**config.mk**
```make
export PLATFORM = sky130hd
export DESIGN_NAME = asic_latch_fifo_ctrl
export DESIGN_NICKNAME = d
export VERILOG_FILES = /design/src/rtl/asic_latch_fifo_ctrl.sv
export SDC_FILE = /design/constraint.sdc
export NUM_CORES = 1
export LEC_CHECK = 0
export CORE_ASPECT_RATIO = 1.5
export CORE_MARGIN = 2
export CORE_UTILIZATION = 36
export CTS_CLUSTER_DIAMETER = 50
export DETAILED_ROUTE_END_ITERATION = 10
export PLACE_DENSITY = 0.82
export SYNTH_ARGS = -nofsm -noshare
export SYNTH_HDL_FRONTEND = slang
export SYNTH_SLANG_ARGS = --single-unit
export TNS_END_PERCENT = 100
```
**constraint.sdc**
```tcl
create_clock -name i_clk -period 2.5 [get_ports i_clk]
set_input_delay 0.25 -clock i_clk [delete_from_list [all_inputs] [get_ports i_clk]]
set_output_delay 0.25 -clock i_clk [all_outputs]
set_load 0.03 [all_outputs]
```
**src/rtl/asic_latch_fifo_ctrl.sv**
```systemverilog
// FIFO controller for a single-read-port latch RAM.
// Presents valid/ready enqueue and dequeue streams and owns the write, commit and read pointers.
// An entry becomes visible to the consumer only once the RAM's delayed latch write has landed.
module asic_latch_fifo_ctrl #(
  parameter int unsigned DATA_WIDTH = 8,
  parameter int unsigned ADDR_WIDTH = 2
) (
  input  logic                  i_clk,
  input  logic                  i_rst,
  input  logic                  i_flush,
  // Enqueue stream
  input  logic                  i_enq_valid,
  output logic                  o_enq_ready,
  input  logic [DATA_WIDTH-1:0] i_enq_data,
  // Dequeue stream
  output logic                  o_deq_valid,
  input  logic                  i_deq_ready,
  output logic [DATA_WIDTH-1:0] o_deq_data,
  // Occupancy, including entries not yet committed
  output logic [ADDR_WIDTH:0]   o_count,
  // RAM write port
  output logic                  o_ram_write_enable,
  output logic [ADDR_WIDTH-1:0] o_ram_write_addr,
  output logic [DATA_WIDTH-1:0] o_ram_write_data,
  // RAM read port
  output logic [ADDR_WIDTH-1:0] o_ram_read_addr,
  input  logic [DATA_WIDTH-1:0] i_ram_read_data
);

  localparam int unsigned PtrW  = ADDR_WIDTH + 1;
  localparam int unsigned Depth = 2 ** ADDR_WIDTH;
  localparam logic [PtrW-1:0] FullCount = PtrW'(Depth);
  localparam logic [PtrW-1:0] PtrOne    = PtrW'(1);

  // Pointers carry one extra MSB so full and empty are distinguishable.
  logic [PtrW-1:0] r_wr_ptr;
  logic [PtrW-1:0] r_cm_ptr;
  logic [PtrW-1:0] r_rd_ptr;

  logic [PtrW-1:0] w_count;
  logic            w_full;
  logic            w_enq_ready;
  logic            w_deq_valid;
  logic            w_push;
  logic            w_pop;

  // Occupancy, handshakes and RAM port drive.
  always_comb begin
    // Pointer width is exactly log2(2*DEPTH), so natural wrap gives the modular difference.
    w_count     = r_wr_ptr - r_rd_ptr;
    w_full      = (w_count == FullCount);
    // Deliberately independent of i_deq_ready: a full FIFO never accepts on the pop cycle.
    w_enq_ready = !w_full && !i_rst;
    // Only committed entries are visible, which hides the RAM's write landing delay.
    w_deq_valid = (r_cm_ptr != r_rd_ptr);
    // Flush wins over both handshakes; a coincident push never reaches the RAM.
    w_push      = i_enq_valid && w_enq_ready && !i_flush;
    w_pop       = w_deq_valid && i_deq_ready && !i_flush;

    o_enq_ready        = w_enq_ready;
    o_deq_valid        = w_deq_valid;
    o_count            = w_count;
    o_ram_write_enable = w_push;
    o_ram_write_addr   = r_wr_ptr[ADDR_WIDTH-1:0];
    o_ram_write_data   = i_enq_data;
    o_ram_read_addr    = r_rd_ptr[ADDR_WIDTH-1:0];
    o_deq_data         = i_ram_read_data;
  end

  // Pointer state: write and read advance on handshakes, commit trails write by one cycle.
  always_ff @(posedge i_clk or posedge i_rst) begin
    if (i_rst) begin
      r_wr_ptr <= '0;
      r_cm_ptr <= '0;
      r_rd_ptr <= '0;
    end else if (i_flush) begin
      // Any write still landing in the RAM becomes unreachable once the pointers clear.
      r_wr_ptr <= '0;
      r_cm_ptr <= '0;
      r_rd_ptr <= '0;
    end else begin
      if (w_push) begin
        r_wr_ptr <= r_wr_ptr + PtrOne;
      end
      if (w_pop) begin
        r_rd_ptr <= r_rd_ptr + PtrOne;
      end
      // Entry pushed in cycle N: wr_ptr moves at end of N, cm_ptr follows at end of N+1.
      r_cm_ptr <= r_wr_ptr;
    end
  end

endmodule

```
# After elaboration in Yosys (flattened, before gate mapping)
# Cells that the tools add are included.
[classes] add_sub_neg=3 n_eq_ne=2 mux=5 n_reduce_logical=10
[ops] operator="3-bit 2-to-1 mux" count=5
[ops] operator="3-bit by 1-bit adder with 3-bit output (second input constant)" count=2
[ops] operator="1-bit logical AND" count=5
[ops] operator="2-bit nonzero test" count=2
[ops] operator="3-bit equality test (second input constant)" count=1
[ops] operator="1-bit logical NOT" count=3
[ops] operator="3-bit inequality test" count=1
[ops] operator="3-bit subtractor" count=1
[totals] ff_bits=9 in_bits=21 output_inout_bits=26 elab_cells=23

# Longest topological paths before layout
[depth] depth_word=8 mapped_depth=6 mapped_depth_nobuf=6

# Least setup slack after synthesis
# Ideal clock, no wire load.
[synth_timing] path_kind="reg-to-output" start="register r_rd_ptr[0]" end="output o_ram_write_enable" arrival_time_ns=2.147 t_required_ns=2.250 path_slack_ns=0.103 path_stages_with_launch=6 n_path_buf=0 path_cell_list="dfrtp_1 -> ha_1 -> fa_1 -> xor3_2 -> a31oi_1 -> nor2b_1"
[synth_via] elab_chain_cells=6
[synth_rtl] element="start, declared" line_no="38" text="logic [PtrW-1:0] r_rd_ptr;"
[synth_rtl] element="start signal, assigned" line_no="86" text="r_rd_ptr <= r_rd_ptr + PtrOne;"
[synth_rtl] element="3-bit subtractor" line_no="50" text="w_count = r_wr_ptr - r_rd_ptr;"
[synth_rtl] element="named net o_count[2]" line_no="20" text="output logic [ADDR_WIDTH:0] o_count,"
[synth_rtl] element="3-bit equality test" line_no="51" text="w_full = (w_count == FullCount);"
[synth_rtl] element="1-bit logical NOT" line_no="53" text="w_enq_ready = !w_full && !i_rst;"
[synth_rtl] element="1-bit logical AND" line_no="53"
[synth_rtl] element="1-bit logical AND (2 in a row)" line_no="57" text="w_push = i_enq_valid && w_enq_ready && !i_flush;"
[synth_rtl] element="end, declared" line_no="22" text="output logic o_ram_write_enable,"
# The timed path passes the listed nets, and every way through them passes these cells.

# Worst setup path after layout
[layout_timing] start="register r_wr_ptr[0]" end="output o_count[1]"
[layout_via] elab_chain_cells=1
[layout_rtl] element="start, declared" line_no="36" text="logic [PtrW-1:0] r_wr_ptr;"
[layout_rtl] element="start signal, assigned" line_no="83" text="r_wr_ptr <= r_wr_ptr + PtrOne;"
[layout_rtl] element="3-bit subtractor" line_no="50"
[layout_rtl] element="end, declared" line_no="20"
# No other way between the ends.

==> results.py <==
metrics = {
    "drt": {
        "wl_um": 1350,
        "firstDrtPassIters": 4,
        "vias": 496,
        "drtAntennaViolNets": 0,
        "wl_per_cell_um": 13.8,
        "drt_iter0_markers": 6,
        "viasPerCell": 5.06,
        "drcViolationCount": 0,
    },
    "worst_setup_path": {
        "path_max_fanout": 4,
        "crit_arrival_ns": 2.15,
        "r2r_end": "r_wr_ptr[1]$_DFFE_PP0P_",
        "crit_required_ns": 2.25,
        "cp_num_buf_inv": 3,
        "reg2reg_from": "r_wr_ptr[0]$_DFFE_PP0P_",
        "path_cells": "inv_1 -> ha_1 -> fa_1 -> inv_1 -> clkdlybuf4s50_1",
        "crit_path_frequent_cell": "inv_1",
        "worst-setup-path-type": "register to output port",
        "cpPeakStageDelay_ns": 0.67,
        "startpoint_type": "register",
        "slowest_stage": "clkdlybuf4s50_1",
        "r2r_slack_ns": 0.49,
        "crit_cells": 5,
        "endpoint_kind": "output port",
        "crit_family": "buffers and inverters",
        "rr_worst_depth": 6,
    },
    "timing": {
        "drv_slew": 0,
        "fin_setup_tns_ns": 0,
        "tightest_slew_ns": 0.416,
        "fin_crit_ns": 2.40,
        "grt_setup_unrepaired": "yes",
        "max_slew_margin_pct": 72.2,
        "setup_viol": 0,
        "fin_crit_sh_pct": 96.0,
        "skew_ns": 0.00553,
        "finalHoldViolations": 0,
        "fmax_mhz": 417,
    },
    "layout": {
        "final_util_pct": 40.3,
        "seq_area_um2": 225,
        "layout-drive-gt1-share_pct": 13.2,
        "nFillCells": 205,
        "multi_input_area_um2": 338,
        "area_growth_pct": 8.15,
        "fin_nets": 102,
        "antennaDiodeCount": 0,
    },
    "clock_tree": {
        "ctsResizeCount": 1,
        "cts_tree": "done",
        "clock-sinks": 9,
        "htree_levels": 1,
        "post_cts_buffers": 0,
        "cts_buffers": 3,
        "worstSkewPairLatency_ns": 0.27,
        "clk_pin_slew_ns": 0.06,
        "holdBufCountCts": 0,
        "root_buffer": "clkbuf_4",
        "cts_buffer_depth": 2,
    },
    "global_routing": {
        "antenna_found_initial": 0,
        "overflow": 0,
        "grtUsageTotal_pct": 13.7,
        "grt_pass1_wl_um": 2220,
        "grt_max_degree": 13,
        "grt_pass1_vias": 538,
    },
    "floorplanning": {
        "dieArea_mm2": 0.00243,
        "rows": 20,
        "die_y_um": 59.4,
        "die_x_um": 40.9,
        "ios": 47,
        "start_util_pct": 37.3,
        "coreArea_mm2": 0.00198,
    },
    "synth": {
        "syn_inst": 77,
        "syn-cell-area_um2": 737,
        "ys_seq_area_share_pct": 30.6,
        "syn_area_per_cell_um2": 9.57,
        "ys_ff_latch": 9,
        "syn_nets": 102,
        "synth.distinct_cells": 27,
        "yosys_warnings": 0,
    },
    "place": {
        "portBuffers": 14,
        "gp_congestion": 0.733,
        "dp_hpwl_um": 1070,
    },
    "power_and_ir_drop": {
        "power.leakage_nw": 0.398,
        "peakVddDrop_mv": 0.333,
        "power_density_mw_per_mm2": 618,
    },
    "min_path": {
        "hold_class": "primary input to asynchronous set/reset pin",
    },
    "flow_run": {
        "drv_cap": 0,
    },
    "run_status": {
        "status": "complete, no violations",
    },
}
final cells by class:
| cell class | instances | share of cell area [%] |
|---|---|---|
| Clock buffer | 4 | 3.30 |
| Inverter | 7 | 3.30 |
| Multi-Input combinational cell | 40 | 42.4 |
| Sequential cell | 9 | 28.3 |
| Tap cell | 22 | 3.45 |
| Timing Repair Buffer | 16 | 19.3 |
cells by family after synthesis:
kind of cell / after synthesis / synth area share, %
xor+xnor: 6 / 9.34
mux: 4 / 6.11
buf+inv: 28 / 24.4
fa+ha+maj: 4 / 7.81
simple gates: 17 / 12.4
compound gates: 9 / 9.34
flops: 9 / 30.6
metal layers:
layer  wire [µm]  global-route usage [%]
met2         717                    23.0
met1         472                    13.0
met4          65                    13.3
met5           0                       0
met3          99                    1.50
state kept, by name, summed over array words and instances (netlist names):
register  count
r_rd_ptr      3
r_wr_ptr      3
r_cm_ptr      3
per-stage QoR:
stage,cells,cell area [µm²],power [mW],hold WS [ns],worst slack (ns)
after floorplan,77,737,0.350,0.0779,0.103
after global placement,94,763,0.372,0.500,0.184
after detailed placement,94,763,0.377,0.500,0.102
after CTS,98,788,0.492,0.308,0.0311
after global routing,98,797,0.523,0.364,-0.0510
final,98,797,0.492,0.294,0.0996
cells in the mapped netlist (all sizes together):
master | number | area, µm²
a211o | 1 | 8.76
a21oi | 1 | 5.00
a311oi | 1 | 15.0
a31oi | 3 | 18.8
a41oi | 1 | 8.76
buf | 20 | 150
clkbuf | 1 | 3.75
dfrtp | 9 | 225
fa | 1 | 20.0
ha | 3 | 37.5
inv | 7 | 26.3
mux2 | 4 | 45.0
nand2 | 1 | 3.75
nand2b | 1 | 6.26
nand3 | 2 | 10.0
nand4 | 1 | 6.26
nor2 | 5 | 18.8
nor2b | 4 | 25.0
nor3 | 1 | 5.00
nor4b | 1 | 8.76
o211ai | 1 | 7.51
o21ai | 1 | 5.00
or2b | 1 | 7.51
xnor2 | 3 | 26.3
xor2 | 2 | 17.5
xor3 | 1 | 25.0
cell usage in the layout (no fill, tap or decap):
cell type,instances
clkdlybuf4s50_1,11
dfrtp_1,9
inv_1,7
nor2_1,5
nor2b_1,4
xnor2_1,3
mux2_1,3
ha_1,3
clkbuf_4,3
buf_4,3
a31oi_1,2
nand3_1,2
xor2_1,2
mux2_2,1
nand2_1,1
nor3_1,1
or2b_1,1
nor4b_1,1
a21oi_1,1
a211o_1,1
xor3_2,1
nand2b_1,1
a31oi_2,1
a311oi_2,1
o211ai_1,1
nand4_1,1
o21ai_0,1
a41oi_1,1
fa_1,1
clkbuf_1,1
dlymetal6s2s_1,1
dlygate4sd2_1,1
worst max-delay path by stage:
stage                          to  slack [ns]                    start
3_3_place_gp          o_enq_ready        0.18  r_wr_ptr[0]$_DFFE_PP0P_
6_report               o_count[1]         0.1  r_wr_ptr[0]$_DFFE_PP0P_
4_1_cts        o_ram_write_enable        0.03  r_wr_ptr[0]$_DFFE_PP0P_
2_1_floorplan  o_ram_write_enable        0.10  r_rd_ptr[0]$_DFFE_PP0P_
5_1_grt        o_ram_write_enable       -0.05  r_wr_ptr[0]$_DFFE_PP0P_
3_5_place_dp          o_enq_ready        0.10  r_wr_ptr[0]$_DFFE_PP0P_
report_power, final:
group / total (mW) / internal (mW) / switching (mW)
Combinational: 0.216 / 0.0905 / 0.125
Clock: 0.116 / 0.0617 / 0.0545
Sequential: 0.160 / 0.154 / 0.00611
Total: 0.492 / 0.306 / 0.186
(Power assumes the default switching activity.)
